$ cat config.mk
export PLATFORM = sky130hd
export DESIGN_NAME = mem_port_arbiter
export DESIGN_NICKNAME = d
export VERILOG_FILES = /design/src/rtl/mem_port_arbiter.sv
export SDC_FILE = /design/constraint.sdc
export NUM_CORES = 1
export LEC_CHECK = 0
export ABC_AREA = 1
export CAP_MARGIN = 10
export CORE_MARGIN = 2
export CORE_UTILIZATION = 35
export DETAILED_ROUTE_END_ITERATION = 16
export GPL_ROUTABILITY_DRIVEN = 0
export PLACE_DENSITY = 0.71
export SYNTH_ARGS = -nofsm -noshare
export SYNTH_HDL_FRONTEND = slang
export SYNTH_SLANG_ARGS = --single-unit
$ cat constraint.sdc
create_clock -name clock -period 1.9 [get_ports clock]
set_input_delay 0.38 -clock clock [delete_from_list [all_inputs] [get_ports clock]]
set_output_delay 0.38 -clock clock [all_outputs]
set_load 0.02 [all_outputs]
$ cat src/rtl/mem_port_arbiter.sv
// mem_port_arbiter
// Shares one single-port, variable-latency memory between instruction fetch (read-only)
// and the data stage. Data accesses normally win, but a starvation counter forces a
// waiting fetch through after STARVE_MAX consecutive data grants. Every access runs
// IDLE -> *_ACC -> RESP -> IDLE, so only one access is ever outstanding.
module mem_port_arbiter #(
    parameter int AW         = 32,
    parameter int DW         = 32,
    parameter int STARVE_MAX = 4
) (
    input  logic          clock,
    input  logic          reset,
    input  logic          if_req,
    input  logic [AW-1:0] if_addr,
    output logic [DW-1:0] if_rdata,
    output logic          if_done,
    input  logic          dm_req,
    input  logic          dm_we,
    input  logic [AW-1:0] dm_addr,
    input  logic [DW-1:0] dm_wdata,
    output logic [DW-1:0] dm_rdata,
    output logic          dm_done,
    output logic          mem_req,
    output logic          mem_we,
    output logic [AW-1:0] mem_addr,
    output logic [DW-1:0] mem_wdata,
    input  logic [DW-1:0] mem_rdata,
    input  logic          mem_ack,
    output logic          pipe_stall
);

    localparam logic [1:0] IDLE   = 2'd0;
    localparam logic [1:0] IF_ACC = 2'd1;
    localparam logic [1:0] DM_ACC = 2'd2;
    localparam logic [1:0] RESP   = 2'd3;

    localparam int            CW           = $clog2(STARVE_MAX + 1);
    localparam logic [CW-1:0] STARVE_LIMIT = CW'(STARVE_MAX);
    localparam logic [CW-1:0] STARVE_ONE   = CW'(1);

    // The memory is word addressed; the two byte-offset bits are always cleared.
    localparam logic [AW-1:0] WORD_MASK = {{(AW-2){1'b1}}, 2'b00};

    logic [1:0]    state;
    logic [CW-1:0] starve_cnt;
    logic          grant_dm;
    logic          grant_if;

    // Arbitration is only meaningful in IDLE: data wins unless a fetch has already
    // been passed over STARVE_MAX times in a row.
    always_comb begin
        grant_dm = 1'b0;
        grant_if = 1'b0;
        if (state == IDLE) begin
            grant_dm = dm_req & (~if_req | (starve_cnt < STARVE_LIMIT));
            grant_if = if_req & ~grant_dm;
        end
    end

    // A requester is stalled from the moment it asks until its done pulse is visible.
    assign pipe_stall = (if_req & ~if_done) | (dm_req & ~dm_done);

    // Count data grants that jumped ahead of a waiting fetch; any IF grant or an IDLE
    // cycle without a fetch request clears it.
    always_ff @(posedge clock) begin
        if (reset) begin
            starve_cnt <= '0;
        end else if (state == IDLE) begin
            if (grant_dm && if_req) begin
                if (starve_cnt != STARVE_LIMIT) begin
                    starve_cnt <= starve_cnt + STARVE_ONE;
                end
            end else begin
                starve_cnt <= '0;
            end
        end
    end

    // Access sequencer: latch the winner onto the memory bus, hold it until mem_ack,
    // capture read data, then give the owner a single-cycle done pulse.
    always_ff @(posedge clock) begin
        if (reset) begin
            state     <= IDLE;
            mem_req   <= 1'b0;
            mem_we    <= 1'b0;
            mem_addr  <= '0;
            mem_wdata <= '0;
            if_done   <= 1'b0;
            dm_done   <= 1'b0;
            if_rdata  <= '0;
            dm_rdata  <= '0;
        end else begin
            case (state)
                IDLE: begin
                    if (grant_dm) begin
                        state     <= DM_ACC;
                        mem_req   <= 1'b1;
                        mem_we    <= dm_we;
                        mem_addr  <= dm_addr & WORD_MASK;
                        mem_wdata <= dm_wdata;
                    end else if (grant_if) begin
                        state     <= IF_ACC;
                        mem_req   <= 1'b1;
                        mem_we    <= 1'b0;
                        mem_addr  <= if_addr & WORD_MASK;
                        mem_wdata <= '0;
                    end
                end
                IF_ACC: begin
                    if (mem_ack) begin
                        if_rdata <= mem_rdata;
                        mem_req  <= 1'b0;
                        if_done  <= 1'b1;
                        state    <= RESP;
                    end
                end
                DM_ACC: begin
                    if (mem_ack) begin
                        if (!mem_we) begin
                            dm_rdata <= mem_rdata;
                        end
                        mem_req <= 1'b0;
                        dm_done <= 1'b1;
                        state   <= RESP;
                    end
                end
                RESP: begin
                    if_done <= 1'b0;
                    dm_done <= 1'b0;
                    state   <= IDLE;
                end
                default: begin
                    state <= IDLE;
                end
            endcase
        end
    end

endmodule

=== After elaboration in Yosys (flattened, before gate mapping) ===
Index checks and enable logic that the tools add are counted.

* Add/subtract/negate cells: 1
* Magnitude comparators: 1
* Multiply operators: 0
* Eq/ne operators: 9
* Multiplexer cells: 21
* Reduce and logical (&&, ||, !) cells: 15
* Bitwise logic cells: 11
* Divide/modulo/power cells: 0
* Shift operators: 0

{| class="wikitable"
|+ Operators by type and width
! kind !! number
|-
| 32-bit 2-to-1 mux || 4
|-
| 2-bit AND reduction || 6
|-
| 1-bit 2-to-1 mux || 8
|-
| 2-bit nonzero test || 4
|-
| 2-bit 2-to-1 mux || 3
|-
| 3-bit 2-to-1 mux || 2
|-
| 3-bit != test (second input constant) || 2
|-
| 1-bit one-hot mux with 2 select lines || 3
|-
| 2-bit one-hot mux with 3 select lines || 1
|-
| 3-bit AND reduction || 2
|-
| 1-bit NOT || 5
|-
| 1-bit AND || 4
|-
| 2-bit == test (second input constant) || 2
|-
| 2-bit by 1-bit != test with 1-bit output (second input constant) || 2
|-
| 2-bit != test (second input constant) || 2
|-
| 3-bit by 1-bit adder with 3-bit output (second input constant) || 1
|-
| 3-bit less-than comparator (second input constant) || 1
|-
| 2-bit by 1-bit == test with 1-bit output (second input constant) || 1
|-
| 2-bit logical NOT || 1
|-
| 1-bit OR || 2
|-
| 2-bit OR reduction || 1
|-
| 1-bit logical AND || 1
|}

* Word-level logic and storage cells: 68
* Bits in latches: 0
* Memory bits (read-only): 0
* Register bits: 137
* Memories: 0
* Output and inout port bits: 133
* RAM bits: 0

=== Longest topological paths before layout ===
* Depth after elaboration: 9
* Gate-level depth with buffers: 9

=== Worst setup path after synthesis ===
No wires, ideal clock.

* Path type: in2out
* Start: in dm_req
* End: out pipe_stall
* Arrival: 1.197 ns
* Setup slack: 0.323 ns
* Cell stages on the path: 4
* Data required time: 1.520 ns
* Cell sequence: buf_4 > clkbuf_1 > inv_1 > o22ai_1

* Cells in the longest elaborated chain, start to end: 2

{| class="wikitable"
|+ RTL lines
! element !! line !! source
|-
| start, declared || 17 || <nowiki>input logic dm_req,</nowiki>
|-
| 1-bit AND || 61 || <nowiki>assign pipe_stall = (if_req & ~if_done) | (dm_req & ~dm_done);</nowiki>
|-
| 1-bit OR || 61 ||
|-
| end, declared || 29 || <nowiki>output logic pipe_stall</nowiki>
|}

No other way between the ends.

=== Worst setup path after layout ===
* Start: reg dm_done
* End: out dm_done

{| class="wikitable"
|+ RTL lines
! element !! line !! source
|-
| start, declared || 22 || <nowiki>output logic dm_done,</nowiki>
|-
| start signal, assigned || 89 || <nowiki>dm_done <= 1'b0;</nowiki>
|-
| start signal, assigned || 123 || <nowiki>dm_done <= 1'b1;</nowiki>
|-
| start signal, assigned || 129 || <nowiki>dm_done <= 1'b0;</nowiki>
|}

No word-level cell between the ends.

==> qor.txt <==
register area share after synthesis: 50.0%
First DRT Iteration DRCs: 241
die width: 128 um
final period utilization: 95.1%
max incr delay on CP: 630 ps
initial antenna violation count: 0
XOR/XNOR share of the synthesized area: 0%
via count: 5366
sw frac: 34.9%
Reg-to-Reg Start: state[0]
Area growth, synth to finish: 63.7%
relative slew slack: 63.7%
# resized after CTS: 1
highest clock rate: 554 MHz
post-synth top area cell: dfxtp_1
mux share of post-synthesis cell area: 0%
Crit path buffers/inverters: 1
reg2reg setup slack: 280 ps
sequential power share: 32.6%
# DRC: 0
unrepaired setup endpoints after global routing: false
root buffer cell: clkbuf_16
IO buf count: 260
clock skew: 11.0 ps
Final nets: 1117
TritonCTS clock tree: yes
Worst-Margin Slew: 544 ps
status: finished clean
Pint: 7.58 mW
worst r2r path cells: 7
complex-gate fraction of the synthesized area: 15.6%
vias in the first global route: 5078
ys flop type: dfxtp_1
Fill cells: 1398
Final Hold Viols: 0
Row Count: 45
asr flop ratio synth: 0%
hold path endpoint: mem_wdata[26]
most instantiated cells after synthesis: nand2_1 (142), dfxtp_1 (135), nor2_1 (133)
DR pass1 iterations: 4
Peak VDD IR: 807 uV
largest fanout on the critical path: 3
Power Dens Cells: 1320 nW/um^2
Syn Area/Cell: 7.46 um^2
hpwl dp: 11100 um
Worst Path Arrival: 1430 ps
# IOs: 267
total power: 11.6 mW
Combinational Power Share: 38.6%
Max Cap Violations: 0
Setup violations, final: 0
simple-gate area share of the yosys netlist: 24.7%
Ys Warns: 0
LEAKAGE: 3.71 nW
largest family of logic cells by synthesized area: simple AND/OR/NAND/NOR gates
Psw: 4.06 mW
Setup Buffers After CTS: 0
clk_lat worst skew: 410 ps
Critical Path End Type: output pin
share of cells above drive strength 1: 6.36%
HP Start: mem_wdata[26]
PnR worst setup slack: 93.6 ps
TritonCTS Buffers: 17
total grt overflow: 0
Hold Crit Class: reg -> reg
Setup CP Type: reg -> out
hold_buf cts: 0
DIE HEIGHT: 128 um
vias per inst: 4.56
DP Worst Slack: -168 ps
min cycle time layout: 1810 ps
synthesized flop and latch total: 135
area of the multi-input gates: 2260 um^2
Antenna Cells: 0
CP delay by family, top: buffers and inverters
critical-path cell list: clkdlybuf4s50_1
post-synth top area share: 50.0%
Final Max Tran Viols: 0
overall routing resource usage: 19.7%
Sequential Area: 2700 um^2
Clock Power Share: 28.8%
clock slew at reported path FFs: 60 ps
Bufs on Longest Clock Path: 2
full die area: 16400 um^2
Worst path slowest cell: clkdlybuf4s50_1
worst hold slack: 459 ps
htree depth: 4
Netlist cell types: 25
Post-synth EDFFs: 0
WP data required: 1520 ps
setup TNS: 0 ps
core area: 15100 um^2
first-pass GRT wire length: 25600 um
Starting Density: 35.7%
top post-synthesis cells by area: dfxtp_1 (50%), nand2_1 (9.9%), nor2_1 (9.2%), o21ai_0 (7.7%), a21oi_1 (6.5%)
hold path depth: 2
Post-Route WL: 16300 um
Post-Synth Adder-Cell Area: 1.39%
Mapped Cells: 724
clock sink total: 135
FF-to-FF End: mem_wdata[18]
largest net degree at the start of global routing: 52
Syn Std Cell Area: 5400 um^2
drt wl/cell: 13.8 um
Startpoint Class: register
post-route ant nets: 0
count leader, synth: nand2_1
## how the worst max path moves through the flow
stage,startpoint,end,slack (ps),cells past startpoint
after floorplan,dm_req,pipe_stall,320,4
after global placement,dm_req,pipe_stall,-210,4
after detailed placement,dm_req,pipe_stall,-170,4
after CTS,mem_we,mem_we,8,1
after global routing,dm_done,dm_done,10,1
final,dm_done,dm_done,90,1
## cells by family (layout without fill, tap and decap cells)
family	after synthesis	in the layout
adders and majority gates	6	6
and+or+nand+nor	315	315
other	1	2
buffers and inverters	99	364
AOI/OAI and AO/OA	168	168
DFF	135	135
## metrics by stage
| step | std cells | util, % | cell area (um^2) |
|---|---|---|---|
| 2_1_floorplan | 725 | - | 5410 |
| 5_1_grt | 1178 | 58.4 | 8850 |
| 3_5_place_dp | 1146 | 54.4 | 8240 |
| 6_report | 1178 | 58.4 | 8850 |
| 3_3_place_gp | 1146 | 54.4 | 8240 |
| 4_1_cts | 1178 | 58.4 | 8840 |
## layout by cell type (no fill, tap or decap), types with 2 or more instances in the layout
master and n:
inv_1 44, clkinvlp_4 2, nor2_4 2, nand2_1 142
ha_1 6, a21oi_1 70, dfxtp_1 135, clkinv_4 2
clkbuf_16 17, nand4_1 3, clkinv_2 4, clkbuf_1 2
dlymetal6s2s_1 2, conb_1 2, nand3b_1 30, o21ai_1 14
bufinv_16 3, buf_12 7, buf_4 16, nor2_1 133
inv_2 4, clkdlybuf4s50_1 257, o21ai_0 83
## power by group through the flow
stage | clock network [mW] | registers (mW) | logic, mW
floorplan | 0 | 4.60 | 1.76
global placement | 0 | 3.84 | 4.52
detailed placement | 0 | 3.85 | 4.53
CTS | 3.43 | 3.80 | 4.55
global route | 3.55 | 3.88 | 4.93
finish | 3.35 | 3.80 | 4.49
## layout make-up
| cell class | instances | share of cell area, % |
|---|---|---|
| clock buffers | 20 | 5.05 |
| clock inverters | 12 | 1.71 |
| inverters | 49 | 2.11 |
| multi-input cells | 491 | 25.5 |
| flip-flops and latches | 135 | 30.6 |
| well taps | 188 | 2.66 |
| repair buffers | 283 | 32.4 |
## state kept, by name, indices dropped and copies added, names as in the netlist
name and cells:
dm_done 1, starve_cnt 3, mem_wdata 32, mem_we 1
if_done 1, if_rdata 32, dm_rdata 32, mem_addr 30
mem_req 1, state 2
## worst reg2reg max path: cells and delay by family (launching register included)
kind | cells | cell delay, ps
flip-flops | 1 | 350
buffers and inverters | 3 | 600
AND/OR/NAND/NOR | 2 | 190
AO/OA/AOI/OAI | 1 | 150
adder cells (fa/ha/maj) | 1 | 250
## routing by layer
metal	global-route usage [%]	wire length [um]
met1	23.0	7030
met2	31.8	7400
met3	8.72	1460
met4	7.56	374
met5	0	0
(Power assumes the default switching activity.)
